## config.mk

```make
export PLATFORM = sky130hd
export DESIGN_NAME = mem_arbiter
export DESIGN_NICKNAME = d
export VERILOG_FILES = /design/src/rtl/mem_arbiter.sv
export SDC_FILE = /design/constraint.sdc
export NUM_CORES = 1
export LEC_CHECK = 0
export ABC_AREA = 1
export BUFFER_PORTS_ARGS = -buffer_cell sky130_fd_sc_hd__buf_2
export CAP_MARGIN = 20
export CORE_MARGIN = 2
export CORE_UTILIZATION = 46
export DETAILED_ROUTE_END_ITERATION = 6
export GPL_TIMING_DRIVEN = 0
export PLACE_DENSITY = 0.85
export SYNTH_ARGS = -nofsm -noshare
export SYNTH_HDL_FRONTEND = slang
export SYNTH_SLANG_ARGS = --single-unit
export TNS_END_PERCENT = 30
```

## constraint.sdc

```tcl
create_clock -name clk -period 5.6 [get_ports clk]
set_input_delay 1.12 -clock clk [delete_from_list [all_inputs] [get_ports clk]]
set_output_delay 1.12 -clock clk [all_outputs]
set_load 0.02 [all_outputs]
```

## src/rtl/mem_arbiter.sv

```systemverilog
// mem_arbiter: shares one external memory bus between the IF fetch port and the MEM data port.
// Latency: request in cycle 0 -> bus_cyc in cycle 1 -> bus_ack in cycle k -> port ack/rdata in cycle k+1.
// Backpressure: ports hold req until ack; stallreq freezes the pipeline while any port waits.
// Optional feature: define MEM_ARBITER_TIMEOUT_EN to force completion (ack+err) after TIMEOUT wait cycles.
module mem_arbiter #(
    parameter int ADDR_W  = 32,
    parameter int DATA_W  = 32,
    parameter int TIMEOUT = 255
) (
    input  logic                clk,
    input  logic                rst,
    // fetch port (IF stage)
    input  logic                if_req,
    input  logic [ADDR_W-1:0]   if_addr,
    output logic [DATA_W-1:0]   if_rdata,
    output logic                if_ack,
    output logic                if_err,
    // data port (MEM stage)
    input  logic                mem_req,
    input  logic                mem_we,
    input  logic [DATA_W/8-1:0] mem_sel,
    input  logic [ADDR_W-1:0]   mem_addr,
    input  logic [DATA_W-1:0]   mem_wdata,
    output logic [DATA_W-1:0]   mem_rdata,
    output logic                mem_ack,
    output logic                mem_err,
    // external memory bus
    output logic                bus_cyc,
    output logic                bus_we,
    output logic [DATA_W/8-1:0] bus_sel,
    output logic [ADDR_W-1:0]   bus_addr,
    output logic [DATA_W-1:0]   bus_wdata,
    input  logic [DATA_W-1:0]   bus_rdata,
    input  logic                bus_ack,
    // status to the pipeline controller
    output logic                owner,
    output logic                stallreq
);

    localparam int SEL_W = DATA_W / 8;

    typedef enum logic [1:0] {
        IDLE     = 2'd0,
        IF_BUSY  = 2'd1,
        MEM_BUSY = 2'd2
    } state_t;

    state_t              state_q;
    logic                bus_cyc_q;
    logic                bus_we_q;
    logic [SEL_W-1:0]    bus_sel_q;
    logic [ADDR_W-1:0]   bus_addr_q;
    logic [DATA_W-1:0]   bus_wdata_q;
    logic                owner_q;
    logic                if_ack_q;
    logic                if_err_q;
    logic [DATA_W-1:0]   if_rdata_q;
    logic                mem_ack_q;
    logic                mem_err_q;
    logic [DATA_W-1:0]   mem_rdata_q;

    logic busy;
    logic arb_ok;
    logic timeout_hit;

    assign busy = (state_q != IDLE);

    // The IDLE cycle that carries an ack is not arbitrated: the requester
    // still holds req in that cycle and would otherwise be granted twice.
    assign arb_ok = (state_q == IDLE) && !if_ack_q && !mem_ack_q;

`ifdef MEM_ARBITER_TIMEOUT_EN
    localparam int CNT_W = ($clog2(TIMEOUT + 1) > 8) ? $clog2(TIMEOUT + 1) : 8;

    logic [CNT_W-1:0] wait_cnt_q;
    logic [CNT_W-1:0] wait_cnt_d;

    assign wait_cnt_d  = wait_cnt_q + 1'b1;
    // bus_ack in the same cycle as the limit wins, so it masks the timeout.
    assign timeout_hit = busy && !bus_ack && (wait_cnt_d == CNT_W'(TIMEOUT));

    // Wait counter: held at zero while idle (clears on grant), counts BUSY cycles without bus_ack.
    always_ff @(posedge clk or posedge rst) begin
        if (rst) begin
            wait_cnt_q <= '0;
        end else if (!busy) begin
            wait_cnt_q <= '0;
        end else if (!bus_ack) begin
            wait_cnt_q <= wait_cnt_d;
        end
    end
`else
    logic timeout_unused;

    // Without the timeout a transaction waits for bus_ack indefinitely.
    assign timeout_hit    = 1'b0;
    assign timeout_unused = (TIMEOUT != 0);
`endif

    // Arbiter FSM with registered bus outputs, acks, errors and read data.
    always_ff @(posedge clk or posedge rst) begin
        if (rst) begin
            state_q     <= IDLE;
            bus_cyc_q   <= 1'b0;
            bus_we_q    <= 1'b0;
            bus_sel_q   <= '0;
            bus_addr_q  <= '0;
            bus_wdata_q <= '0;
            owner_q     <= 1'b0;
            if_ack_q    <= 1'b0;
            if_err_q    <= 1'b0;
            if_rdata_q  <= '0;
            mem_ack_q   <= 1'b0;
            mem_err_q   <= 1'b0;
            mem_rdata_q <= '0;
        end else begin
            // Acks and errors are single-cycle pulses.
            if_ack_q  <= 1'b0;
            if_err_q  <= 1'b0;
            mem_ack_q <= 1'b0;
            mem_err_q <= 1'b0;

            case (state_q)
                IDLE: begin
                    if (arb_ok) begin
                        // Data port has fixed priority: it carries the older instruction.
                        if (mem_req) begin
                            state_q     <= MEM_BUSY;
                            bus_cyc_q   <= 1'b1;
                            bus_we_q    <= mem_we;
                            bus_sel_q   <= mem_sel;
                            bus_addr_q  <= mem_addr;
                            bus_wdata_q <= mem_wdata;
                            owner_q     <= 1'b1;
                        end else if (if_req) begin
                            state_q     <= IF_BUSY;
                            bus_cyc_q   <= 1'b1;
                            bus_we_q    <= 1'b0;
                            bus_sel_q   <= '1;
                            bus_addr_q  <= if_addr;
                            bus_wdata_q <= '0;
                            owner_q     <= 1'b0;
                        end
                    end
                end

                IF_BUSY: begin
                    // Bus fields stay frozen until completion; no preemption.
                    if (bus_ack || timeout_hit) begin
                        state_q    <= IDLE;
                        bus_cyc_q  <= 1'b0;
                        bus_we_q   <= 1'b0;
                        if_ack_q   <= 1'b1;
                        if_err_q   <= timeout_hit;
                        if_rdata_q <= bus_ack ? bus_rdata : '0;
                    end
                end

                MEM_BUSY: begin
                    if (bus_ack || timeout_hit) begin
                        state_q     <= IDLE;
                        bus_cyc_q   <= 1'b0;
                        bus_we_q    <= 1'b0;
                        mem_ack_q   <= 1'b1;
                        mem_err_q   <= timeout_hit;
                        // Writes and timed-out reads return zero data.
                        mem_rdata_q <= (bus_ack && !bus_we_q) ? bus_rdata : '0;
                    end
                end

                default: begin
                    state_q   <= IDLE;
                    bus_cyc_q <= 1'b0;
                    bus_we_q  <= 1'b0;
                end
            endcase
        end
    end

    // Stall while a port has an outstanding request; forced low during reset.
    assign stallreq = !rst && ((if_req && !if_ack_q) || (mem_req && !mem_ack_q));

    assign bus_cyc   = bus_cyc_q;
    assign bus_we    = bus_we_q;
    assign bus_sel   = bus_sel_q;
    assign bus_addr  = bus_addr_q;
    assign bus_wdata = bus_wdata_q;
    assign owner     = owner_q;
    assign if_ack    = if_ack_q;
    assign if_err    = if_err_q;
    assign if_rdata  = if_rdata_q;
    assign mem_ack   = mem_ack_q;
    assign mem_err   = mem_err_q;
    assign mem_rdata = mem_rdata_q;

endmodule

```

**Word-level counts from Yosys, hierarchy flattened**

Index checks and enable logic that the tools add are counted.

- Output and inout bits: 140
- Flip-flop bits (word level): 139

- Equal/unequal tests: 5
- Mux-type cells: 25
- Reduce and logical (&&, ||, !) cells: 18

Operators by type and width:

| cell | number |
|---|---|
| $mux W32 | 5 |
| $mux W1 | 11 |
| $mux W2 | 4 |
| $mux W4 | 2 |
| $logic_and A1 B1 Y1 | 6 |
| $reduce_and A3 Y1 | 2 |
| $logic_not A1 Y1 | 4 |
| $pmux W1 S2 | 2 |
| $pmux W2 S2 | 1 |
| $reduce_and A2 Y1 | 2 |
| $ne A3 B3 Y1 const B | 1 |
| $eq A2 B1 Y1 const B | 1 |
| $eq A2 B2 Y1 const B | 1 |
| $logic_not A2 Y1 | 1 |
| $ne A2 B1 Y1 const B | 1 |
| $ne A2 B2 Y1 const B | 1 |
| $reduce_bool A2 Y1 | 1 |
| $reduce_or A2 Y1 | 1 |
| $logic_or A1 B1 Y1 | 1 |

**Logic depth before layout (Yosys ltp)**

Gate-level depths: netlist (run 1).

- Depth in word-level cells: 5
- Mapped depth: 9
- Depth with buffers taken out: 8

**Worst setup path after synthesis (run 1)**

Ideal clock, no wire load.

- Path kind: input to output
- Start point: input mem_req
- End point: output stallreq
- Path slack: 2.383 ns
- Arrival time: 2.097 ns
- Stages: 6
- Buffers on the path: 2
- Cell sequence: buf_2 -> clkinv_1 -> clkbuf_1 -> o22ai_1 -> inv_1 -> nor2_1

- Word-level cells in the longest chain between the ends: 3

Ends and longest elaborated chain:

| item | line | text |
|---|---|---|
| start, declared | 19 | `input logic mem_req,` |
| $logic_and A1 B1 Y1 | 181 | `assign stallreq = !rst && ((if_req && !if_ack_q) \|\| (mem_req && !mem_ack_q));` |
| $logic_or A1 B1 Y1 | 181 |  |
| $logic_and A1 B1 Y1 | 181 |  |
| end, declared | 37 | `output logic stallreq` |

No other way between the ends.

**Worst setup path after layout (run 1)**

Ends and elaborated chain as after synthesis.

==> results of run 1 <==
## tightest hold or removal path, delay by kind of cell (launching register included)
family,cells,cell delay [ns]
DFF,1,0.34
and+or+nand+nor,2,0.10
## report_power, final
| group | leakage [nW] | switching (mW) | internal (mW) | total (mW) |
|---|---|---|---|---|
| sequential | 1.75 | 0.248 | 1.46 | 1.70 |
| combinational | 2.72 | 1.38 | 0.631 | 2.01 |
| clock | 0.259 | 0.396 | 0.608 | 1.00 |
| total | 4.73 | 2.02 | 2.69 | 4.71 |
## cells by family after synthesis
logic type	count (synthesis)	share of synthesized area
DFF	139	0.6029
other	1	0.0006500
buffers and inverters	83	0.05942
adders and majority gates	3	0.006507
and+or+nand+nor	399	0.2730
AOI/OAI and AO/OA	66	0.05747
## registers in the layout, summed over array words and instances, names as in the netlist, 2 cells and up
name and cells:
bus_addr 32, bus_wdata 32, if_rdata 32, mem_rdata 32, bus_sel 4, state_q 2
## layout by cell type (no fill, tap or decap)
cell	count
sky130_fd_sc_hd__inv_2	1
sky130_fd_sc_hd__buf_6	1
sky130_fd_sc_hd__inv_1	41
sky130_fd_sc_hd__clkinvlp_4	2
sky130_fd_sc_hd__buf_2	284
sky130_fd_sc_hd__buf_16	1
sky130_fd_sc_hd__clkbuf_8	4
sky130_fd_sc_hd__nor3_4	1
sky130_fd_sc_hd__o22ai_1	1
sky130_fd_sc_hd__conb_1	2
sky130_fd_sc_hd__nand2_2	1
sky130_fd_sc_hd__nor2_2	1
sky130_fd_sc_hd__inv_6	1
sky130_fd_sc_hd__clkinv_2	3
sky130_fd_sc_hd__clkbuf_16	17
sky130_fd_sc_hd__clkbuf_1	29
sky130_fd_sc_hd__nand4_1	2
sky130_fd_sc_hd__dfrtp_1	139
sky130_fd_sc_hd__or2_2	5
sky130_fd_sc_hd__buf_4	3
sky130_fd_sc_hd__clkinv_4	1
sky130_fd_sc_hd__o21ai_0	65
sky130_fd_sc_hd__nor2_1	5
sky130_fd_sc_hd__nand3_1	34
sky130_fd_sc_hd__ha_1	3
sky130_fd_sc_hd__nand2_1	350
sky130_fd_sc_hd__clkinv_1	1
## path summary, 6_finish.rpt
check	endpoint	from	slack, ns	cells after the start
worst max-delay path	stallreq	mem_req	1.95	7
max in group asynchronous	if_rdata[20]	rst	4.07	3
worst min-delay path	bus_wdata[29]	bus_wdata[29]	0.47	2
worst min register to register	bus_wdata[29]	bus_wdata[29]	0.47	2
worst max register to register	bus_wdata[8]	state_q[0]	3.74	9
min in group asynchronous	bus_addr[9]	rst	0.73	2
## cell type report
class                   instances  area (um2)
inverters                      44       170.2
repair buffers                275        1399
clock inverters                 6       38.79
well taps                     168       210.2
multi-input cells             470        1952
plain buffers                  39       177.7
flip-flops and latches        139        3478
fillers                      1029        4190
clock buffers                  25       495.5
## routing by layer
layer / track usage / up-vias / part of all wire
met5: 0 / - / 0
met4: 0.1056 / 0 / 0.025
met3: 0.09205 / 33 / 0.085
met2: 0.4324 / 262 / 0.49
met1: 0.2953 / 2599 / 0.40
li1: - / 2712 / -
==> impl_metrics.csv, run 1 <==
group,metric,value,unit
sta,final_period_minus_worst_setup_slack,3.653,ns
sta,worst_hold_margin,0.4652,ns
detailed_routing,antenna_left,0,
grt,vias_in_the_first_global_route,5400,
grt,grt_antenna_before_repair,0,
finish,finalNetCount,1127,
finish,antenna_cells,0,
setup_path,startpoint_type,"input port",
sta,post-route-worst-setup-slack,1.947,ns
sta,hold_viol,0,
grt,globalRouteOverflowTotal,0,
flow_run,drv.max_cap_violation_count,0,
yosys,synth_seq_area_share,0.6029,
placed_design,io_buffer_count,274,
setup_path,timing.critical_path.arrival,2.53,ns
finish,utilization,0.6540,
setup_path,ordered_list_of_cells_on_the_worst_path,"buf_2, clkinv_1, clkbuf_1, o22ai_1, inv_1, nor2_1, buf_2",
cts,resized_gates_after_cts,0,
hold_path,min-delay-path-class,"reg2reg",
yosys,yosysTopAreaCell,"sky130_fd_sc_hd__dfrtp_1",
setup_path,path_buf_inv,5,
cts,clock_tree_from_tritoncts,"done",
yosys,synth_cell_types,20,
cts,cts.repair_timing.setup_buffer_count,0,
sta,fin_crit_sh,0.6524,
sta,slew_headroom,0.5993,
cts,clock_path_buffers,2,
detailed_routing,number_of_vias_in_the_routed_layout,5606,
yosys,yosysTopAreaCellShare,0.6029,
floorplanning,placement_rows,40,
yosys,synth.top_cells.by_count,"sky130_fd_sc_hd__nand2_1, sky130_fd_sc_hd__dfrtp_1, sky130_fd_sc_hd__o21ai_0",
sta,setup_viol_count_final,0,
floorplanning,floorplan.io_pins,278,
detailed_routing,drcViolationCount,0,
yosys,synthMostInstantiatedCell,"sky130_fd_sc_hd__nand2_1",
setup_path,critical_path.endpoint_type,"output pin",
yosys,synth_cells,691,
finish,drive_gt1_frac,0.3267,
yosys,synth.avg_cell_area,8.349,um2
placed_design,postPlaceCellArea,0.007387,mm2
cts,numClockSinks,139,
floorplanning,dieArea,0.01345,mm2
setup_path,cpMostUsedCell,"sky130_fd_sc_hd__buf_2",
placed_design,gp_congestion,0.9199,
grt,globalRouteTotalUtil,0.2553,
detailed_routing,vias_per_cell,4.808,
detailed_routing,route.final.wire_length,17000,um
floorplanning,fp.coreArea,0.01211,mm2
yosys,synth_area_leaders,"sky130_fd_sc_hd__dfrtp_1, sky130_fd_sc_hd__nand2_1, sky130_fd_sc_hd__o21ai_0",
floorplanning,floorplan.die.width,116.0,um
pwr,p_per_area,595.2,mW/mm2
placed_design,detailedPlacementHpwl,12700,um
placed_design,preCtsSetupSlack,1.955,ns
setup_path,path_max_fanout,10,
cts,clkSlewWorstSetupHoldPaths,0.06,ns
sta,fin_skew,0.007192,ns
finish,stdcell_area,0.007921,mm2
sta,tightest_slew,0.6010,ns
floorplanning,chipHeight,116.0,um
placed_design,post-place-cells,1135,
finish,area_growth_syn_to_layout,37.30,%
pwr,p_leak,4.730,nW
cts,cts_inserted_buffers,17,
pwr,worst_ir_drop_vdd,0.0003570,V
detailed_routing,drtIter0Drc,286,
pwr,finalPower,4.715,mW
yosys,mappedNetlistArea,0.005769,mm2
floorplanning,initial_core_utilization,0.4763,
cts,clkLatencyLatePin,0.41,ns
detailed_routing,drt-pass1-iter-count,4,
cts,post_cts_hold_buffer_count,0,
yosys,warnings_from_yosys,0,
cts,htreeDepth,4,
grt,grt_max_degree,93,
sta,maxClockFrequency,0.2737,GHz
sta,timing.final.max_slew_violations,0,
setup_path,cp_slowest_stage_delay,0.33,ns
yosys,ys_seq_elements,139,
detailed_routing,post_drt_wl_per_cell,14.58,um
sta,tns,0,ns
yosys,post_synth_edffs,0,
status,run_status,"complete, no violations",
yosys,synth_flop_cell,"sky130_fd_sc_hd__dfrtp_1",
sta,rsz0062_at_grt,"no",
yosys,async_reset_ff_frac,1.000,
grt,grt_pass1_wl,26130,um
finish,layout.cells.non_filler,1166,
setup_path,worst_ep_required_time,4.48,ns
setup_path,critical_path.top_delay_family,"buffers and inverters",
cts,cts-root-buf,"sky130_fd_sc_hd__clkbuf_16",
setup_path,worst-setup-path-type,"in2out",
setup_path,cp_slowest_cell,"sky130_fd_sc_hd__clkbuf_1",
No activity file was read; power rests on OpenSTA's default activity.
==> run 2, diff against run 1 <==
Clock period 5.6 ns to 3.4 ns, I/O delays scaled along.
==> impl_metrics.csv, run 2 (same netlist as run 1, synthesis figures left out) <==
group,metric,value,unit
detailed_routing,drcViolationCount,0,
sta,hold_viol,0,
cts,htreeDepth,4,
placed_design,postPlaceCellArea,0.007418,mm2
sta,tns,0,ns
sta,fin_crit_sh,0.7874,
sta,final_period_minus_worst_setup_slack,2.677,ns
finish,fillCellCount,1018,
pwr,p_comb_frac,0.410,
grt,grt_antenna_before_repair,2,
setup_path,worstSetupStartpoint,"mem_req",
placed_design,io_buffer_count,274,
cts,numClockSinks,139,
cts,post_cts_hold_buffer_count,0,
status,run_status,"complete, no violations",
floorplanning,fp.coreArea,0.01211,mm2
grt,grt_pass1_wl,26700,um
setup_path,timing.rr.start,"state_q[1]",
setup_path,timing.critical_path.arrival,2.00,ns
flow_run,drv.max_cap_violation_count,0,
pwr,netSwitchingPower,3.334,mW
cts,clock_path_buffers,2,
setup_path,worst_ep_required_time,2.72,ns
pwr,power_report.internal_total,4.703,mW
sta,slew_headroom,0.6188,
cts,cts-root-buf,"sky130_fd_sc_hd__clkbuf_16",
pwr,clock_network_power_share,0.242,
finish,area_growth_syn_to_layout,39.56,%
pwr,pwr-share-seq,0.348,
sta,timing.final.max_slew_violations,0,
finish,stdcell_area,0.008051,mm2
finish,seq_area,0.003478,mm2
cts,clkLatencyLatePin,0.42,ns
finish,layout.cells.non_filler,1171,
floorplanning,dieArea,0.01345,mm2
cts,cts_inserted_buffers,17,
floorplanning,floorplan.die.width,116.0,um
detailed_routing,drt-pass1-iter-count,4,
finish,final_cell_mix,"sky130_fd_sc_hd__nand2_1, sky130_fd_sc_hd__buf_2, sky130_fd_sc_hd__dfrtp_1",
detailed_routing,route.final.wire_length,16700,um
pwr,p_per_area,998.2,mW/mm2
floorplanning,floorplan.io_pins,278,
pwr,p_leak,4.785,nW
sta,setup_viol_count_final,0,
detailed_routing,antenna_left,0,
detailed_routing,post_drt_wl_per_cell,14.26,um
detailed_routing,vias_per_cell,4.781,
grt,vias_in_the_first_global_route,5496,
pwr,finalPower,8.037,mW
finish,mostFrequentLayoutCell,"sky130_fd_sc_hd__nand2_1",
cts,clkSlewWorstSetupHoldPaths,0.06,ns
setup_path,regToRegEndpoint,"bus_wdata[9]",
hold_path,min-delay-path-class,"in2async",
floorplanning,initial_core_utilization,0.4763,
cts,cts.repair_timing.setup_buffer_count,0,
sta,rsz0062_at_grt,"no",
setup_path,worst-setup-path-type,"in2out",
pwr,netSwitchingFraction,0.4149,
finish,finalNetCount,1129,
detailed_routing,drtIter0Drc,361,
finish,multiInputGateArea,0.001952,mm2
setup_path,path_max_fanout,10,
finish,drive_gt1_frac,0.3307,
placed_design,detailedPlacementHpwl,12630,um
sta,tightest_slew,0.5718,ns
setup_path,critPathCapture,"stallreq",
setup_path,startpoint_type,"input port",
detailed_routing,number_of_vias_in_the_routed_layout,5598,
floorplanning,chipHeight,116.0,um
setup_path,critical_path.endpoint_type,"output pin",
floorplanning,placement_rows,40,
setup_path,reg2reg_slack,1.54,ns
pwr,worst_ir_drop_vdd,0.0005614,V
grt,grt_max_degree,46,
setup_path,worst-r2r-cell-count,9,
cts,clock_tree_from_tritoncts,"done",
sta,maxClockFrequency,0.3735,GHz
grt,globalRouteTotalUtil,0.2593,
grt,globalRouteOverflowTotal,0,
placed_design,post-place-cells,1137,
cts,resized_gates_after_cts,0,
sta,fin_skew,0.007633,ns
placed_design,gp_congestion,0.8830,
## run 2: cell count changes in the layout (fill, tap and decap cells not counted), sizes merged
| cell | previous run | this run |
|---|---|---|
| buf | 289 | 291 |
| bufinv | 0 | 4 |
| clkbuf | 50 | 46 |
| clkinv | 5 | 6 |
| clkinvlp | 2 | 3 |
| diode | 0 | 2 |
| inv | 43 | 42 |
## run 2: worst min path at each step
stage | endpoint | slack, ns | cells past startpoint
floorplan | state_q[1] | 0.47 | 2
CTS | bus_addr[13] | 0.23 | 2
global placement | bus_wdata[27] | 0.45 | 2
finish | bus_addr[5] | 0.24 | 2
global route | bus_addr[13] | 0.24 | 2
detailed placement | bus_wdata[22] | 0.45 | 2
## run 2: final cells by class
class / count / share of cell area
Antenna cell: 2 / 0.0006216
Buffer: 39 / 0.02207
Clock buffer: 21 / 0.05719
Clock inverter: 11 / 0.02082
Inverter: 44 / 0.02098
Multi-Input combinational cell: 470 / 0.2424
Sequential cell: 139 / 0.4320
Tap cell: 168 / 0.02611
Timing Repair Buffer: 277 / 0.1778
## run 2: worst max-delay path, cell delays in order
cell and delay, ns:
sky130_fd_sc_hd__buf_2 0.17, sky130_fd_sc_hd__clkinv_1 0.26, sky130_fd_sc_hd__clkbuf_1 0.35, sky130_fd_sc_hd__o22ai_1 0.20
sky130_fd_sc_hd__inv_1 0.09, sky130_fd_sc_hd__nor2_1 0.08, sky130_fd_sc_hd__buf_2 0.17
## run 2: stage by stage
step           hold WS (ns)  setup slack [ns]    util
5_1_grt              0.2400            0.5730  0.6646
3_5_place_dp         0.4532            0.7116  0.6125
3_3_place_gp         0.4491            0.1672  0.6075
2_1_floorplan        0.4675            0.9849       -
6_report             0.2393            0.7227  0.6648
4_1_cts              0.2271            0.7103  0.6644
## run 2: layer usage
layer / share of wire / global-route usage
met1: 0.39 / 0.2948
met2: 0.49 / 0.4386
met3: 0.091 / 0.08891
met4: 0.031 / 0.1270
met5: 0 / 0
## run 2: power by group through the flow
| stage | sequential [mW] | combinational [mW] | clock, mW |
|---|---|---|---|
| final | 2.80 | 3.29 | 1.95 |
| after global routing | 2.88 | 3.65 | 2.06 |
| after CTS | 2.79 | 3.33 | 1.98 |
| after detailed placement | 2.79 | 3.32 | 0 |
| after global placement | 2.78 | 3.23 | 0 |
| after floorplan | 3.68 | 1.16 | 0 |
